File: src/rtl/branch_control.sv
// Branch decision unit: decodes branches, owns the NZCV register,
// evaluates B.cond and keeps a saturating taken-branch count.
module branch_control #(
  parameter int COUNT_W = 16
) (
  input  logic               clk,
  input  logic               startup,
  input  logic [31:0]        instruction,
  input  logic [3:0]         aluFlags,
  input  logic               regZero,
  output logic               UncondBr,
  output logic               BrTaken,
  output logic [3:0]         flags,
  output logic               flagWrite,
  output logic [COUNT_W-1:0] brCount
);

  logic is_b, is_bl, is_cbz, is_cbnz, is_bcond;
  logic is_adds, is_subs, is_ands, is_addis, is_subis;
  logic cond_ok, cond_base;
  logic dec_uncond, dec_taken;
  logic n, z, c, v;
  logic unused_bits;

  assign unused_bits = ^instruction[20:5];

  assign is_b     = instruction[31:26] == 6'b000101;
  assign is_bl    = instruction[31:26] == 6'b100101;
  assign is_cbz   = instruction[31:24] == 8'b10110100;
  assign is_cbnz  = instruction[31:24] == 8'b10110101;
  assign is_bcond = instruction[31:24] == 8'b01010100
                  && !instruction[4];

  assign is_adds  = instruction[31:21] == 11'b10101011000;
  assign is_subs  = instruction[31:21] == 11'b11101011000;
  assign is_ands  = instruction[31:21] == 11'b11101010000;
  assign is_addis = instruction[31:22] == 10'b1011000100;
  assign is_subis = instruction[31:22] == 10'b1111000100;

  assign flagWrite = is_adds | is_subs | is_ands
                   | is_addis | is_subis;

  assign {n, z, c, v} = flags;

  // Odd codes invert the even base, except 1111 (always).
  always_comb begin
    cond_base = 1'b1;
    unique case (instruction[3:1])
      3'b000: cond_base = z;
      3'b001: cond_base = c;
      3'b010: cond_base = n;
      3'b011: cond_base = v;
      3'b100: cond_base = c & ~z;
      3'b101: cond_base = n == v;
      3'b110: cond_base = ~z & (n == v);
      3'b111: cond_base = 1'b1;
    endcase
    cond_ok = cond_base;
    if (instruction[0] && instruction[3:1] != 3'b111)
      cond_ok = ~cond_base;
  end

  always_comb begin
    dec_uncond = 1'b0;
    dec_taken  = 1'b0;
    unique case (1'b1)
      is_b, is_bl: begin
        dec_uncond = 1'b1;
        dec_taken  = 1'b1;
      end
      is_cbz:   dec_taken = regZero;
      is_cbnz:  dec_taken = ~regZero;
      is_bcond: dec_taken = cond_ok;
      default: begin
        dec_uncond = 1'b0;
        dec_taken  = 1'b0;
      end
    endcase
  end

  assign UncondBr = dec_uncond & ~startup;
  assign BrTaken  = dec_taken & ~startup;

  always_ff @(posedge clk) begin
    if (startup)
      flags <= 4'b0000;
    else if (flagWrite)
      flags <= aluFlags;
  end

  always_ff @(posedge clk) begin
    if (startup)
      brCount <= '0;
    else if (BrTaken && !(&brCount))
      brCount <= brCount + 1'b1;
  end

endmodule

File: config.mk
export PLATFORM = sky130hd
export DESIGN_NAME = branch_control
export DESIGN_NICKNAME = d
export VERILOG_FILES = /design/src/rtl/branch_control.sv
export SDC_FILE = /design/constraint.sdc
export NUM_CORES = 1
export LEC_CHECK = 0
export CORE_ASPECT_RATIO = 0.7
export CORE_UTILIZATION = 41
export DETAILED_ROUTE_END_ITERATION = 16
export PLACE_DENSITY_LB_ADDON = 0.12
export SLEW_MARGIN = 20
export SYNTH_ARGS = -nofsm -noshare
export SYNTH_HDL_FRONTEND = slang
export SYNTH_SLANG_ARGS = --single-unit
File: constraint.sdc
create_clock -name clk -period 2.71 [get_ports clk]
set_clock_uncertainty 0.15 [all_clocks]
set_input_delay 0.4065 -clock clk [delete_from_list [all_inputs] [get_ports clk]]
set_output_delay 0.4065 -clock clk [all_outputs]
set_load 0.01 [all_outputs]
==> summary.md <==
| Metric | Value |
|---|---|
| Remaining design rule violation count | `0` |
| Clock Tree Root | `sky130_fd_sc_hd__clkbuf_8` |
| Hold Fails Final Rpt | `0` |
| Hold Crit Start | `brCount[15]$_SDFFE_PP0P_` |
| Die Outline Area | `3580 um^2` |
| Net count of the finished layout | `265` |
| Number of cells on the worst hold path | `2` |
| CTS tree | `done` |
| Number of detailed-routing iterations run before antenna repair | `12` |
| Top layer reached by signal wires | `met4` |
| Clock network fraction of design power | `42.9%` |
| Post-synthesis async set-or-reset flop share | `0%` |
| Antenna viol nets, final | `0` |
| Initial antenna violation count | `0` |
| Worst R2R Setup Slack | `0.35 ns` |
| Critical setup path kind | `in -> reg` |
| Net count after synthesis | `201` |
| Area growth, synth to finish | `55.5%` |
| Number of enable-type register cells in the synthesized netlist | `0` |
| Launching element type of the critical path | `input pin` |
| Maximum VDD drop | `0.000390 V` |
| Routed metal-1 wirelength | `1.93 mm` |
| Hold Worst Slack | `0.351 ns` |
| Total Power Consumption | `697 uW` |
| Post-placement cell count | `255` |
| Largest fanout on the critical path | `20` |
| Net switching share of the total power | `21.0%` |
| Estimated wirelength of the detail-placed design | `2.86 mm` |
| Reg-to-reg startpoint | `flags[1]$_SDFFE_PP0P_` |
| Endpoint of the worst hold path | `brCount[15]$_SDFFE_PP0P_` |
| Insertion delay of the later-clocked pin in the worst-skew pair | `0.26 ns` |
| Status | `finished, final reports clean` |
| Internal power | `551 uW` |
| Count of endpoints failing setup in the final report | `0` |
| Core Rows | `17` |
| GRT Residual Overflow | `0` |
| Hold Path Class | `reg -> reg` |
| Register bit total from synthesis | `20` |
| Clock-pin slew on the worst setup and hold paths | `0.08 ns` |
| Wire length of the first global-routing pass | `6.44 mm` |
| Routed vias | `1556` |
| Count of maximum capacitance violations | `0` |
| CTS max path bufs | `2` |
| Distinct cells, synth | `46` |
| Layout fillers | `264` |
| Data required time of the worst path | `2.76 ns` |
| Share of power burned in registers | `42.2%` |
| Die outline height | `50.4 um` |
| Power per cell area | `327 nW/um^2` |
| Capture point of the worst reg-to-reg path | `brCount[12]$_SDFFE_PP0P_` |
| Area of the core region | `3170 um^2` |
| Initial core utilization | `43.2%` |
| Largest net degree at the start of global routing | `33` |
| Switching power | `146 uW` |
| Nature of the critical path endpoint | `register` |
| Boundary Pins | `62` |
| Max transition margin | `62.0%` |
| Final cycle utilization of the critical path | `95.1%` |
| CTS Hold Bufs | `0` |
| Clock tree sinks | `20` |
| Comb pwr share | `14.9%` |
| Count of inserted antenna diode cells | `0` |
| Ys Warns | `0` |
| Final min period | `2.58 ns` |
| Average wire per cell in the routed design | `15.1 um` |
| CTS buffer count | `3` |
| Final max-slew violation count | `0` |
| Standby leakage power | `0.742 nW` |
| Count of cells along the worst register-to-register path | `7` |
| Fraction of final layout cells sized beyond drive strength 1 | `20.5%` |
| Via count of the first global-routing pass | `1392` |
| Number of instances in the synthesized netlist | `161` |
| Data arrival time of the critical path | `2.62 ns` |
| Seq/Total Area, Yosys | `29.2%` |
| Quantity of I/O buffers inserted on ports | `45` |
| Cell area after synthesis | `1370 um^2` |
| Met3 wire length | `211 um` |
| Worst Max-Slew Pin Slew | `0.564 ns` |
| Wire length on met2 | `1.78 mm` |
| Global-route usage over all layers | `22.6%` |
| Average cell area after synthesis | `8.51 um^2` |
| Primary flip-flop cell chosen by synthesis mapping | `sky130_fd_sc_hd__dfxtp_1` |
| Initial drt markers | `85` |
| Setup repair after global routing missed its margin | `no` |
| Width of the die | `71.1 um` |
| Maximum clock frequency | `0.388 GHz` |
| CTS H-tree lvls | `1` |
| Cell Count, Final, Fillers Out | `262` |
| Post-DR vias/cell | `5.94` |
| Placer Congestion | `0.895` |
| Routed Wire Length | `3.95 mm` |
## power groups by stage
stage	logic [mW]	clock network [mW]	registers, mW
after global placement	0.0963	0	0.301
after floorplan	0.0413	0	0.301
after detailed placement	0.0998	0	0.301
after CTS	0.0986	0.303	0.294
final	0.104	0.299	0.294
after global routing	0.112	0.319	0.294
## sequential cells by signal, summed over array words and instances, names as in the netlist
signal,flops
brCount,16
flags,4
## per-layer routing
metal / GRT usage, % / vias up
met5: 0 / -
met4: 4.00 / 0
met3: 5.02 / 5
met2: 36.4 / 46
met1: 31.3 / 733
li1: - / 772
## critical path, cell delays in order
cell	delay [ns]
sky130_fd_sc_hd__clkdlybuf4s50_1	0.44
sky130_fd_sc_hd__nor3_1	0.20
sky130_fd_sc_hd__buf_4	0.15
sky130_fd_sc_hd__a2bb2oi_1	0.06
sky130_fd_sc_hd__o21ai_0	0.26
sky130_fd_sc_hd__buf_4	0.17
sky130_fd_sc_hd__o211ai_1	0.07
sky130_fd_sc_hd__buf_4	0.21
sky130_fd_sc_hd__or4_4	0.50
sky130_fd_sc_hd__a21oi_2	0.14
## final cells by class
cell class	count	area, um^2	share of cell area (%)
clock inverter	1	30.0	1.41
tap	38	47.5	2.23
inverter	4	15.0	0.705
timing repair buffer	69	661	31.0
multi-input combinational	127	936	43.9
sequential	20	400	18.8
clock buffer	3	41.3	1.94
## timing repair
item	CTS	global route
endpoints found under the setup margin	15	15
buffers inserted	0	2
pin swaps	0	2
gates cloned	0	1
resized for setup	7	19
## kinds of logic (layout without fill, tap and decap cells)
group | Yosys count | in the layout | share of synthesized area (%)
adders and majority gates | 1 | 1 | 0.913
and+or+nand+nor | 73 | 73 | 36.2
muxes | 4 | 4 | 2.92
buffers and inverters | 14 | 77 | 5.75
DFF | 20 | 20 | 29.2
AOI/OAI and AO/OA | 47 | 47 | 23.7
xor gates and xnor gates | 2 | 2 | 1.28
## stage by stage
stage | area, um^2 | setup WS (ns) | setup TNS [ns] | utilization (%)
finish | 2130 | 0.133 | 0 | 67.2
global route | 2130 | 0.00700 | 0 | 67.2
CTS | 2030 | -0.0503 | -0.186 | 64.0
detailed placement | 1960 | -0.397 | -5.11 | 61.9
global placement | 1960 | -0.376 | -4.04 | 61.9
floorplan | 1370 | 0.238 | 0 | -
## synth_stat cells, types with 3 or more instances
cell type / n / area, um^2
sky130_fd_sc_hd__dfxtp_1: 20 / 400
sky130_fd_sc_hd__a21oi_1: 19 / 95.1
sky130_fd_sc_hd__or4_1: 16 / 120
sky130_fd_sc_hd__o31ai_1: 13 / 97.6
sky130_fd_sc_hd__nand3_1: 9 / 45.0
sky130_fd_sc_hd__nor2_1: 8 / 30.0
sky130_fd_sc_hd__nand2_1: 6 / 22.5
sky130_fd_sc_hd__nand4_1: 6 / 37.5
sky130_fd_sc_hd__clkbuf_1: 4 / 15.0
sky130_fd_sc_hd__inv_1: 4 / 15.0
sky130_fd_sc_hd__mux2i_1: 4 / 40.0
sky130_fd_sc_hd__nor3_1: 4 / 20.0
sky130_fd_sc_hd__o21ai_0: 4 / 20.0
sky130_fd_sc_hd__buf_2: 3 / 15.0
sky130_fd_sc_hd__buf_6: 3 / 33.8
## how the worst max path moves through the flow
stage	from	end	slack, ns	cells past startpoint
after detailed placement	instruction[26]	BrTaken	-0.40	7
after global routing	instruction[29]	brCount[3]$_SDFFE_PP0P_	0.007	10
after floorplan	instruction[2]	BrTaken	0.24	8
final	instruction[29]	brCount[3]$_SDFFE_PP0P_	0.13	10
after global placement	instruction[26]	BrTaken	-0.38	7
after CTS	instruction[27]	BrTaken	-0.05	7
## cell usage in the layout, fill, tap and decap left out, types with 2 or more instances in the layout
master / instances
sky130_fd_sc_hd__clkdlybuf4s50_1: 36
sky130_fd_sc_hd__buf_4: 22
sky130_fd_sc_hd__dfxtp_1: 20
sky130_fd_sc_hd__a21oi_1: 13
sky130_fd_sc_hd__o31ai_1: 13
sky130_fd_sc_hd__or4_1: 12
sky130_fd_sc_hd__nand3_1: 9
sky130_fd_sc_hd__nor2_1: 8
sky130_fd_sc_hd__nand2_1: 6
sky130_fd_sc_hd__nand4_1: 6
sky130_fd_sc_hd__a21oi_2: 6
sky130_fd_sc_hd__nor3_1: 4
sky130_fd_sc_hd__inv_1: 4
sky130_fd_sc_hd__o21ai_0: 4
sky130_fd_sc_hd__or4_4: 4
sky130_fd_sc_hd__mux2i_1: 4
sky130_fd_sc_hd__dlymetal6s2s_1: 4
sky130_fd_sc_hd__dlygate4sd2_1: 4
sky130_fd_sc_hd__clkbuf_8: 3
sky130_fd_sc_hd__nor3b_1: 2
sky130_fd_sc_hd__nand4b_1: 2
sky130_fd_sc_hd__nand3b_1: 2
sky130_fd_sc_hd__nand4bb_1: 2
sky130_fd_sc_hd__nor2b_1: 2
sky130_fd_sc_hd__nor4_1: 2
sky130_fd_sc_hd__and3_1: 2
No activity file was read; power rests on OpenSTA's default activity.
==> patch 1 (same flow settings) <==
Register the output `BrTaken`, without a reset; this adds one clock of latency there. The other outputs are not delayed to match.
--- a/src/rtl/branch_control.sv
+++ b/src/rtl/branch_control.sv
@@ -14,6 +14,8 @@
   output logic               flagWrite,
   output logic [COUNT_W-1:0] brCount
 );
+
+  logic BrTaken_d;
 
   logic is_b, is_bl, is_cbz, is_cbnz, is_bcond;
   logic is_adds, is_subs, is_ands, is_addis, is_subis;
@@ -79,7 +81,7 @@
   end
 
   assign UncondBr = dec_uncond & ~startup;
-  assign BrTaken  = dec_taken & ~startup;
+  assign BrTaken_d = dec_taken & ~startup;
 
   always_ff @(posedge clk) begin
     if (startup)
@@ -91,8 +93,12 @@
   always_ff @(posedge clk) begin
     if (startup)
       brCount <= '0;
-    else if (BrTaken && !(&brCount))
+    else if (BrTaken_d && !(&brCount))
       brCount <= brCount + 1'b1;
+  end
+
+  always_ff @(posedge clk) begin
+    BrTaken <= BrTaken_d;
   end
 
 endmodule
Behaviour: not the same (Yosys sat finds a counterexample within 4 cycles, from zero or initial values).
==> patch 1 against the original RTL <==
- clock power fell by 31%
- total power fell by 12%
- wire length fell by 6.3%
- worst setup slack got worse by 19 ps
- sequential cell count rose by 1
- synthesized area rose by 1.5%
- cell area fell by 4.1%
- largest cell class unchanged
==> patch 1: results (changes against the original RTL) <==
gpl congestion=0.815 (-8.9%); drt wl/cell=14.2 um (-5.9%); worst r2r src=flags[3]; Crit path largest cell delay=540 ps (+40 ps); Max stage delay cell, worst path=clkdlybuf4s50_1; placed insts=257 (+0.78%); Synth area leaders=dfxtp_1 30%, or4_1 8.6%, o31ai_1 7.0%, a21oi_1 6.8%, nand3_1 3.2%; Pre-Repair DR Iteration Count=5 (-7); NetSw=0.144 mW (-1.4%); Detailed Place HPWL=2.80 mm (-2.2%); initial antenna violation count=0 (unchanged); later-pin clock latency in the skew report=260 ps (about the same); drt total wl=3.71 mm (-6.3%); share of cells above drive strength 1=14.8% (-5.7 points); Top Registers=brCount: 16 flops, flags: 4 flops, BrTaken: 1 flops; syn_nets=202 (+0.50%); gr usage total=20.5% (-2.0 points); crit-path max FO=27 (+35%); starting DRC count in detailed routing=117 (+38%); vias in the first global route=1329 (-4.5%); ys flop type=dfxtp_1; Synth Instances=162 (+0.62%); first-pass GRT wire length=5.90 mm (-8.4%); Clock Tree Buf Depth=2 (unchanged); status=finished clean; CTS buffer count=3 (unchanged); commonest cells in the synthesized netlist=21 x dfxtp_1, 19 x a21oi_1, 16 x or4_1; routed vias=1543 (-0.84%); Critical Path Start=instruction[2]; crit path DAT=2630 ps (about the same); Max transition margin=61.6% (-0.40 points); largest net degree at the start of global routing=28 (-15%); fillcell total=277 (+4.9%); leakage=0.673 nW (-9.4%); Antenna Cells=0 (unchanged); register area share after synthesis=30.2% (+1.0 points); clk slew on worst S/H paths=80 ps (about the same); Max IR drop VDD=0.201 mV (-48%)
==> patch 1: changes by cell type after synthesis, sizes merged <==
cell	before	now
dfxtp	20	21
==> patch 1: path summary, 6_finish.rpt <==
kind         cells past startpoint  slack, ps           to
max                              7        110   brCount[8]
min                              2        350  brCount[15]
max reg2reg                      6        360   brCount[8]
min reg2reg                      2        350  brCount[15]
==> patch 1: cells by family after synthesis <==
group | synth area share [%]
buf+inv | 5.67
flops | 30.2
xor+xnor | 1.26
compound gates | 23.4
simple gates | 35.6
fa+ha+maj | 0.900
mux | 2.88
==> patch 1: critical path, delay by kind of cell <==
kind	cells	cell delay (ps)
AOI/OAI and AO/OA	4	900
buffers and inverters	1	540
and+or+nand+nor	2	800
==> patch 1: final cells by class <==
cell class                      instances  share of cell area (%)
Clock buffer                            3                    2.02
Multi-Input combinational cell        127                    43.9
Inverter                                4                   0.734
Clock inverter                          1                   0.245
Tap cell                               38                    2.33
Sequential cell                        21                    20.6
Timing Repair Buffer                   67                    30.2
==> patch 1: per-stage QoR <==
step / cell area, um^2 / setup TNS (ps) / worst slack (ps) / utilization, %
2_1_floorplan: 1390 / 0 / 344 / -
3_3_place_gp: 1990 / -2200 / -157 / 62.4
3_5_place_dp: 1990 / -3340 / -237 / 62.4
4_1_cts: 2030 / 0 / 26.1 / 63.8
5_1_grt: 2040 / 0 / 12.5 / 64.1
6_report: 2040 / 0 / 114 / 64.1
==> patch 1: metal layers <==
layer | global-route usage (%) | vias to the layer above | share of wire, %
met3 | 6.02 | 4 | 5.2
met5 | 0 | - | 0
li1 | - | 771 | -
met4 | 3.27 | 0 | 0.51
met1 | 27.0 | 731 | 49
met2 | 34.0 | 37 | 45
==> patch 1: power by group through the flow <==
| stage | clock [mW] | sequential, mW | combinational (mW) |
|---|---|---|---|
| 6_report | 0.205 | 0.309 | 0.101 |
| 3_5_place_dp | 0 | 0.316 | 0.0994 |
| 3_3_place_gp | 0 | 0.316 | 0.0966 |
| 4_1_cts | 0.212 | 0.309 | 0.0998 |
| 5_1_grt | 0.233 | 0.309 | 0.108 |
| 2_1_floorplan | 0 | 0.316 | 0.0413 |
==> patch 1: repair_timing <==
action | 4_1_cts | 5_1_grt
gates cloned | 0 | 0
endpoints found under the setup margin | 1 | 14
resized for setup | 1 | 2
==> patch 2 (same settings) <==
Made on the original files. The parameter `COUNT_W` goes from 16 to 20.
--- a/src/rtl/branch_control.sv
+++ b/src/rtl/branch_control.sv
@@ -1,7 +1,7 @@
 // Branch decision unit: decodes branches, owns the NZCV register,
 // evaluates B.cond and keeps a saturating taken-branch count.
 module branch_control #(
-  parameter int COUNT_W = 16
+  parameter int COUNT_W = 20
 ) (
   input  logic               clk,
   input  logic               startup,
Ports: changed (resized brCount); port bits go from 62 to 66. No check against the original RTL was run, so the function may have changed too.
==> patch 2 against the original RTL <==
- synthesized area grew 11%
- die area grew 11%
- total power rose by 12%
- fmax fell by 2.9%
- clock power increased by 5%
- synthesized cell count increased by 12%
- sequential cell count rose by 4
- worst setup slack worse by 77 ps
- wire length grew 6.2%
- hold slack improved by 12 ps
- cell area rose by 14%
- critical path type unchanged
- largest cell class unchanged
- largest power group is now registers
==> patch 2: results (changes against the original RTL) <==
Max IR drop VDD=0.299 mV (-23%); worst r2r src=flags[1]; Port Buffer Count=49 (+8.9%); commonest cells in the synthesized netlist=24 x dfxtp_1, 20 x nor2_1, 13 x nand2_1; clock network fraction of design power=40.2% (-2.7 points); Placed Area=0.00224 mm^2 (+14%); Final Cycle Share=97.9% (+2.8 points); transition time of the tightest slew-check pin=399 ps (-165 ps); clk slew on worst S/H paths=~90 ps; count leader, synth=dfxtp_1; pre-CTS WS=-488 ps (-90.8 ps); largest net degree at the start of global routing=38 (+15%); leakage=1.01 nW (+36%); post-synthesis mux area share=11.9% (+9.0 points); fillcell total=294 (+11%); gpl congestion=0.882 (-1.4%); crit path DAT=2720 ps (+100 ps); Synth cell types=40 (-13%); Worst Hold Slack=363 ps (+11.8 ps); root buffer cell=clkbuf_8; Power per Cell Area=324 mW/mm^2 (-0.99%); Hold EP=brCount[3]; CTS resizes=9 (+2); worst reg-to-reg path cell count=8 (+1); routing usage on met1=27.6% (-3.6 points); Clock Tree Buf Depth=2 (unchanged); WS Path Type=in -> reg; slack of the worst reg-to-reg path=90 ps (-260 ps); first-pass GRT wire length=6.54 mm (+1.6%); Hold Startpoint=brCount[3]; grt met3 use=5.14% (+0.12 points); syn_area_per_cell=8.41 um^2 (-1.2%); CTS buffer count=3 (unchanged); Pre-Repair DR Iteration Count=4 (-8); crit-path max FO=6 (-70%); hold path depth=1 (-1); Synth area leaders=dfxtp_1 32%, mux2i_1 5.3%, mux2_2 5.2%, nor2_1 4.9%, nor2b_1 4.9%; DR vias/cell=5.18 (-13%); share of cells above drive strength 1=22.5% (+1.9 points); syn_nets=221 (+10%); R2R Path End=brCount[17]; register area share after synthesis=31.6% (+2.4 points); status=finished clean; drt wl/cell=13.6 um (-9.6%); compound-cell area share of the yosys netlist=8.06% (-16 points); starting DRC count in detailed routing=55 (-35%); gr usage total=21.9% (-0.65 points); placed insts=301 (+18%); routed vias=1595 (+2.5%); Top Registers=brCount: 20 flops, flags: 4 flops; vias in the first global route=1476 (+6.0%); Critical Path Start=instruction[1]; XOR/XNOR Fraction of Synth Area=3.45% (+2.2 points); share of flip-flops with an asynchronous set or reset=0% (unchanged); Sw Ratio=21.2% (+0.23 points); later-pin clock latency in the skew report=around 270 ps; met2 Track Usage GR=38.1% (+1.8 points); sequential share of power=45.1% (+2.9 points); adder-cell share of the synthesized area=0.822% (-0.091 points); Detailed Place HPWL=3.07 mm (+7.2%)
==> patch 2: cell types whose count changed in the layout (fill, tap and decap cells not counted), sizes merged, moves of 5 or more <==
cell	change
o31ai	-12
or4	-10
nor2b	+10
mux2	+9
nand2	+7
nor2	+12
nand2b	+8
buf	+5
and3	+6
a21oi	-14
==> patch 2: critical path: stages <==
cell and delay (ps):
clkdlybuf4s15_1 240, or3b_4 420, a21oi_4 170, nor4_4 60, buf_4 160, or4_4 530, o311a_4 160, or4_4 490
nand2_1 80
==> patch 2: per-layer routing <==
layer	share of wire, %	vias to the layer above	routed length (um)
met5	0	-	0
met4	0.50	0	21
met3	3.8	4	158
met2	48	36	2010
met1	48	731	2020
li1	-	824	-
==> patch 2: area by class of cell <==
class	instances	area, um^2	share of cell area [%]
clock buffer	3	41.3	1.71
clock inverter	1	30.0	1.24
multi-input combinational	151	1090	44.9
sequential	24	480	19.8
tap	50	62.6	2.58
timing repair buffer	79	719	29.7
